**src/rtl/any1_mem_seq.sv**
```systemverilog
// Load/store sequencer: walks 1..63 elements through AGEN -> BUS -> NEXT over a 64-bit bus.
// Optional bus timeout is enabled by defining ANY1_MEM_TIMEOUT_EN.
module any1_mem_seq #(
    parameter int AWID       = 32,
    parameter int TMO_CYCLES = 255
) (
    input  logic            clk,
    input  logic            rst,
    input  logic            start,
    input  logic            is_store,
    input  logic [1:0]      size,
    input  logic [5:0]      vlen,
    input  logic [AWID-1:0] ea,
    input  logic [63:0]     st_data,
    output logic [5:0]      step,
    output logic            busy,
    output logic            done,
    output logic            fault,
    output logic [63:0]     ld_data,
    output logic            ld_valid,
    output logic            cyc_o,
    output logic            stb_o,
    output logic            we_o,
    output logic [7:0]      sel_o,
    output logic [AWID-1:0] adr_o,
    output logic [63:0]     dat_o,
    input  logic            ack_i,
    input  logic            err_i,
    input  logic [63:0]     dat_i
);

    localparam logic [2:0] S_IDLE = 3'd0;
    localparam logic [2:0] S_AGEN = 3'd1;
    localparam logic [2:0] S_BUS  = 3'd2;
    localparam logic [2:0] S_NEXT = 3'd3;
    localparam logic [2:0] S_DONE = 3'd4;

    logic [2:0]      state_q, state_d;
    logic [5:0]      step_q, step_d;
    logic            store_q, store_d;
    logic [1:0]      size_q, size_d;
    logic [5:0]      vlen_q, vlen_d;
    logic            err_q, err_d;
    logic [AWID-1:0] adr_q, adr_d;
    logic [7:0]      sel_q, sel_d;
    logic [63:0]     dat_q, dat_d;
    logic [63:0]     ld_data_q, ld_data_d;
    logic            ld_valid_q, ld_valid_d;
    logic [6:0]      vmax;
    logic            tmo_hit;

    function automatic logic [7:0] lane_mask(input logic [1:0] sz);
        case (sz)
            2'd0:    lane_mask = 8'h01;
            2'd1:    lane_mask = 8'h03;
            2'd2:    lane_mask = 8'h0F;
            default: lane_mask = 8'hFF;
        endcase
    endfunction

    function automatic logic [63:0] data_mask(input logic [1:0] sz);
        case (sz)
            2'd0:    data_mask = 64'h0000_0000_0000_00FF;
            2'd1:    data_mask = 64'h0000_0000_0000_FFFF;
            2'd2:    data_mask = 64'h0000_0000_FFFF_FFFF;
            default: data_mask = 64'hFFFF_FFFF_FFFF_FFFF;
        endcase
    endfunction

`ifdef ANY1_MEM_TIMEOUT_EN
    localparam int TMO_W = $clog2(TMO_CYCLES + 1);
    logic [TMO_W-1:0] tmo_q, tmo_d;

    // A stalled bus cycle is aborted exactly like an err_i response.
    assign tmo_hit = (state_q == S_BUS) && !ack_i && !err_i
                     && (tmo_q == TMO_W'(TMO_CYCLES - 1));

    always_comb begin
        tmo_d = tmo_q;
        if (state_q == S_AGEN) begin
            tmo_d = '0;
        end else if (state_q == S_BUS) begin
            tmo_d = tmo_q + TMO_W'(1);
        end
    end

    always_ff @(posedge clk or negedge rst) begin
        if (!rst) begin
            tmo_q <= '0;
        end else begin
            tmo_q <= tmo_d;
        end
    end
`else
    logic unused_tmo;
    assign tmo_hit    = 1'b0;
    assign unused_tmo = (TMO_CYCLES != 0);
`endif

    // A vlen of 0 still performs one access.
    assign vmax = (vlen_q == 6'd0) ? 7'd1 : {1'b0, vlen_q};

    always_comb begin
        state_d    = state_q;
        step_d     = step_q;
        store_d    = store_q;
        size_d     = size_q;
        vlen_d     = vlen_q;
        err_d      = err_q;
        adr_d      = adr_q;
        sel_d      = sel_q;
        dat_d      = dat_q;
        ld_data_d  = ld_data_q;
        ld_valid_d = 1'b0;
        case (state_q)
            S_IDLE: begin
                if (start) begin
                    store_d = is_store;
                    size_d  = size;
                    vlen_d  = vlen;
                    step_d  = 6'd0;
                    state_d = S_AGEN;
                end
            end
            S_AGEN: begin
                adr_d   = ea;
                sel_d   = lane_mask(size_q) << ea[2:0];
                dat_d   = st_data << {ea[2:0], 3'b000};
                state_d = S_BUS;
            end
            S_BUS: begin
                if (err_i || tmo_hit) begin
                    err_d   = 1'b1;
                    state_d = S_DONE;
                end else if (ack_i) begin
                    if (!store_q) begin
                        ld_data_d  = (dat_i >> {adr_q[2:0], 3'b000}) & data_mask(size_q);
                        ld_valid_d = 1'b1;
                    end
                    state_d = S_NEXT;
                end
            end
            S_NEXT: begin
                if (({1'b0, step_q} + 7'd1) >= vmax) begin
                    state_d = S_DONE;
                end else begin
                    step_d  = step_q + 6'd1;
                    state_d = S_AGEN;
                end
            end
            S_DONE: begin
                err_d   = 1'b0;
                state_d = S_IDLE;
            end
            default: state_d = S_IDLE;
        endcase
    end

    always_ff @(posedge clk or negedge rst) begin
        if (!rst) begin
            state_q    <= S_IDLE;
            step_q     <= 6'd0;
            store_q    <= 1'b0;
            size_q     <= 2'd0;
            vlen_q     <= 6'd0;
            err_q      <= 1'b0;
            adr_q      <= '0;
            sel_q      <= 8'd0;
            dat_q      <= 64'd0;
            ld_data_q  <= 64'd0;
            ld_valid_q <= 1'b0;
        end else begin
            state_q    <= state_d;
            step_q     <= step_d;
            store_q    <= store_d;
            size_q     <= size_d;
            vlen_q     <= vlen_d;
            err_q      <= err_d;
            adr_q      <= adr_d;
            sel_q      <= sel_d;
            dat_q      <= dat_d;
            ld_data_q  <= ld_data_d;
            ld_valid_q <= ld_valid_d;
        end
    end

    assign step     = step_q;
    assign busy     = (state_q != S_IDLE);
    assign done     = (state_q == S_DONE);
    assign fault    = (state_q == S_DONE) && err_q;
    assign cyc_o    = (state_q == S_BUS);
    assign stb_o    = (state_q == S_BUS);
    assign we_o     = (state_q == S_BUS) && store_q;
    assign sel_o    = sel_q;
    assign adr_o    = adr_q;
    assign dat_o    = dat_q;
    assign ld_data  = ld_data_q;
    assign ld_valid = ld_valid_q;

endmodule

```
**config.mk**
```make
export PLATFORM = sky130hd
export DESIGN_NAME = any1_mem_seq
export DESIGN_NICKNAME = d
export VERILOG_FILES = /design/src/rtl/any1_mem_seq.sv
export SDC_FILE = /design/constraint.sdc
export NUM_CORES = 1
export LEC_CHECK = 0
export BUFFER_PORTS_ARGS = -buffer_cell sky130_fd_sc_hd__buf_2
export CAP_MARGIN = 15
export CORE_MARGIN = 4
export CORE_UTILIZATION = 50
export DETAILED_ROUTE_END_ITERATION = 16
export GPL_TIMING_DRIVEN = 1
export PLACE_DENSITY = 0.8
export SYNTH_ARGS = -nofsm -noshare
export SYNTH_HDL_FRONTEND = slang
export SYNTH_SLANG_ARGS = --single-unit
```
**constraint.sdc**
```tcl
create_clock -name clk -period 2.95 [get_ports clk]
set_input_delay 0.295 -clock clk [delete_from_list [all_inputs] [get_ports clk]]
set_output_delay 0.295 -clock clk [all_outputs]
set_load 0.1 [all_outputs]
```
==> metrics.md <==
| Metric | Value |
|---|---|
| Clk Latency, worst-skew pair | 0.44 ns |
| WL met2 | 15.86 mm |
| Mapped Cells | 1019 |
| Final number of hold-violating endpoints | 0 |
| Metal1 wirelength | 12.77 mm |
| CP Cell Sequence | buf_4 > buf_2 |
| CTS Root Cell | clkbuf_16 |
| CP required | 2.65 ns |
| Element type at the critical path start | flop |
| Most common cell after layout, fill and taps aside | buf_2 |
| # setup viols final | 0 |
| Max Cap Viol | 0 |
| Initial core utilization | 51.24% |
| Mean Syn Cell Area | 9.883 um^2 |
| Via Count | 9293 |
| Actual slew at the worst max-slew pin | 1.062 ns |
| Clock-pin transition on the worst setup and hold timing paths | 0.07 ns |
| Vias per cell | 5.783 |
| F_max | 389.5 MHz |
| Slew HR | 28.62% |
| CTS buffer count | 17 |
| Metal3 WL | 3.096 mm |
| Most frequent cells in the layout | 352 x buf_2, 198 x nand2_1, 184 x dfrtp_1 |
| # rows | 51 |
| Vias in the first global route | 9111 |
| RD Place Congestion | 0.8883 |
| GRT Total Usage | 28.67% |
| EDFF count, synth | 0 |
| Async set-reset flop share out of synthesis | 100.0% |
| Die width | 149.9 um |
| Mapped Nets | 1200 |
| Placed wire-length estimate | 24.73 mm |
| Share of post-route cells with drive strength above 1 | 34.78% |
| Syn Std Cell Area | 0.01007 mm^2 |
| Sequential fraction of the synthesis area | 46.71% |
| WP data arrival | 2.27 ns |
| # IOs | 355 |
| Post-route ant nets | 0 |
| Post-CTS Setup Bufs | 0 |
| Final min period | 2.568 ns |
| Nets | 1508 |
| DRC violations left | 0 |
| Flops & latches, synth | 188 |
| GR Overflow Total | 0 |
| CTS tree | done |
| TNS Setup | 0 ns |
| Area growth, synth to finish | 25.88% |
| DRT iter0 DRCs | 610 |
| Drt pass-1 iters | 5 |
| Period utilization | 87.04% |
| Ys flop type | dfrtp_1 |
| CP top delay family | buffers and inverters |
| # port buffers | 354 |
| # resized after CTS | 0 |
| Initial antenna violation count | 2 |
| Highest metal used | met4 |
| Core area | 0.01965 mm^2 |
| Clk sinks | 188 |
| Max stage delay on crit path | 0.88 ns |
| H-Tree Depth | 4 |
| Yosys warning count | 0 |
| Worst hold-check path type | in2reg |
| Global-route wire length before repair | 50.23 mm |
| Hold buffers post-CTS | 1 |
| Die height | 149.9 um |
| Worst Path Buf+Inv | 2 |
| RSZ-0062 raised after global routing | no |
| Worst clock skew | 0.01612 ns |
| Detailed Route WL | 32.91 mm |
| Max clock buf depth | 2 |
| Largest net degree at the start of global routing | 83 |
| Slowest stage cell on the critical path | dfrtp_2 |
| CP max FO | 36 |
| DIE AREA | 0.02248 mm^2 |
| Status | complete, no violations |
| Fillers | 1658 |
| Synth cell types | 48 |
| Crit Path Category | reg2out |
| Final Max Tran Viols | 0 |
| Crit end category | output pin |
| Drt wl/cell | 20.48 um |
## cell families after synthesis
family                   share of synthesized area [%]
flip-flops                                       46.71
buffers and inverters                            4.162
XOR/XNOR                                        0.3479
AO/OA/AOI/OAI                                    18.93
AND/OR/NAND/NOR                                  11.83
adder cells (fa/ha/maj)                         0.8696
multiplexers                                     17.15
## cell usage after synthesis (all sizes together) (9+ instances only)
cell | number | area (um^2)
a211oi | 23 | 172.7
a21oi | 26 | 130.1
a22o | 62 | 543.0
buf | 29 | 122.6
clkbuf | 56 | 210.2
dfrtp | 188 | 4705
inv | 23 | 86.33
mux2 | 32 | 360.4
mux2i | 105 | 1051
mux4 | 14 | 315.3
nand2 | 198 | 743.2
nand2b | 9 | 56.30
nor2 | 18 | 67.56
nor2b | 12 | 75.07
o21a | 17 | 127.6
o21ai | 128 | 640.6
o221ai | 17 | 148.9
## worst reg2reg max path, delay by kind of cell, from the launching register on
family / cells / cell delay (ns)
compound gates: 4 / 0.78
fa+ha+maj: 2 / 0.52
flops: 1 / 0.42
buf+inv: 1 / 0.25
simple gates: 1 / 0.17
xor+xnor: 1 / 0.17
mux: 1 / 0.12
## flip-flops by register name (all words and copies together) (netlist names)
signal and cells:
ld_valid 1, store_q 1, step 6, dat_o 64
state_q 3, sel_o 8, size_q 2, vlen_q 6
err_q 1, adr_o 32, ld_data 64
## through the flow
step                      hold WS (ns)  setup WS (ns)  util, %  cell area [um^2]  instances
after floorplan             -0.0005911        0.05964        -             10080       1019
after global placement          0.1957         0.4876    61.35             12060       1572
after detailed placement        0.1946         0.4157    61.35             12060       1572
after CTS                      0.03594         0.3933    64.48             12670       1605
after global routing           0.03527         0.2370    64.50             12680       1607
final                          0.04609         0.3824    64.50             12680       1607
## layout make-up
type	instances	area [um^2]	area share, %
multi-input combinational	723	4967	39.18
inverter	23	86.33	0.6810
antenna	2	5.005	0.03948
clock inverter	15	178.9	1.411
tap	265	331.6	2.615
sequential	188	4710	37.15
clock buffer	17	425.4	3.356
timing repair buffer	374	1973	15.56
## metal layers
| metal | vias to the layer above | global-route usage [%] |
|---|---|---|
| met1 | 4476 | 37.32 |
| met4 | 0 | 11.71 |
| met2 | 480 | 46.02 |
| met3 | 69 | 7.147 |
| met5 | - | 0 |
| li1 | 4268 | - |
## final timing paths
check,from,end,slack [ns],depth (start not counted)
worst min register to register,adr_o[15],adr_o[15],0.47,2
worst max-delay path,adr_o[1],adr_o[1],0.38,2
worst max register to register,step[0],step[2],0.39,10
min in group asynchronous,rst,ld_data[53],0.31,2
worst min-delay path,ea[8],adr_o[8],0.05,3
max in group asynchronous,rst,step[0],1.89,3
Power is left out: the tool's default activity adds up to more than one toggle a clock period on the data nets, which glitch-free logic cannot reach.
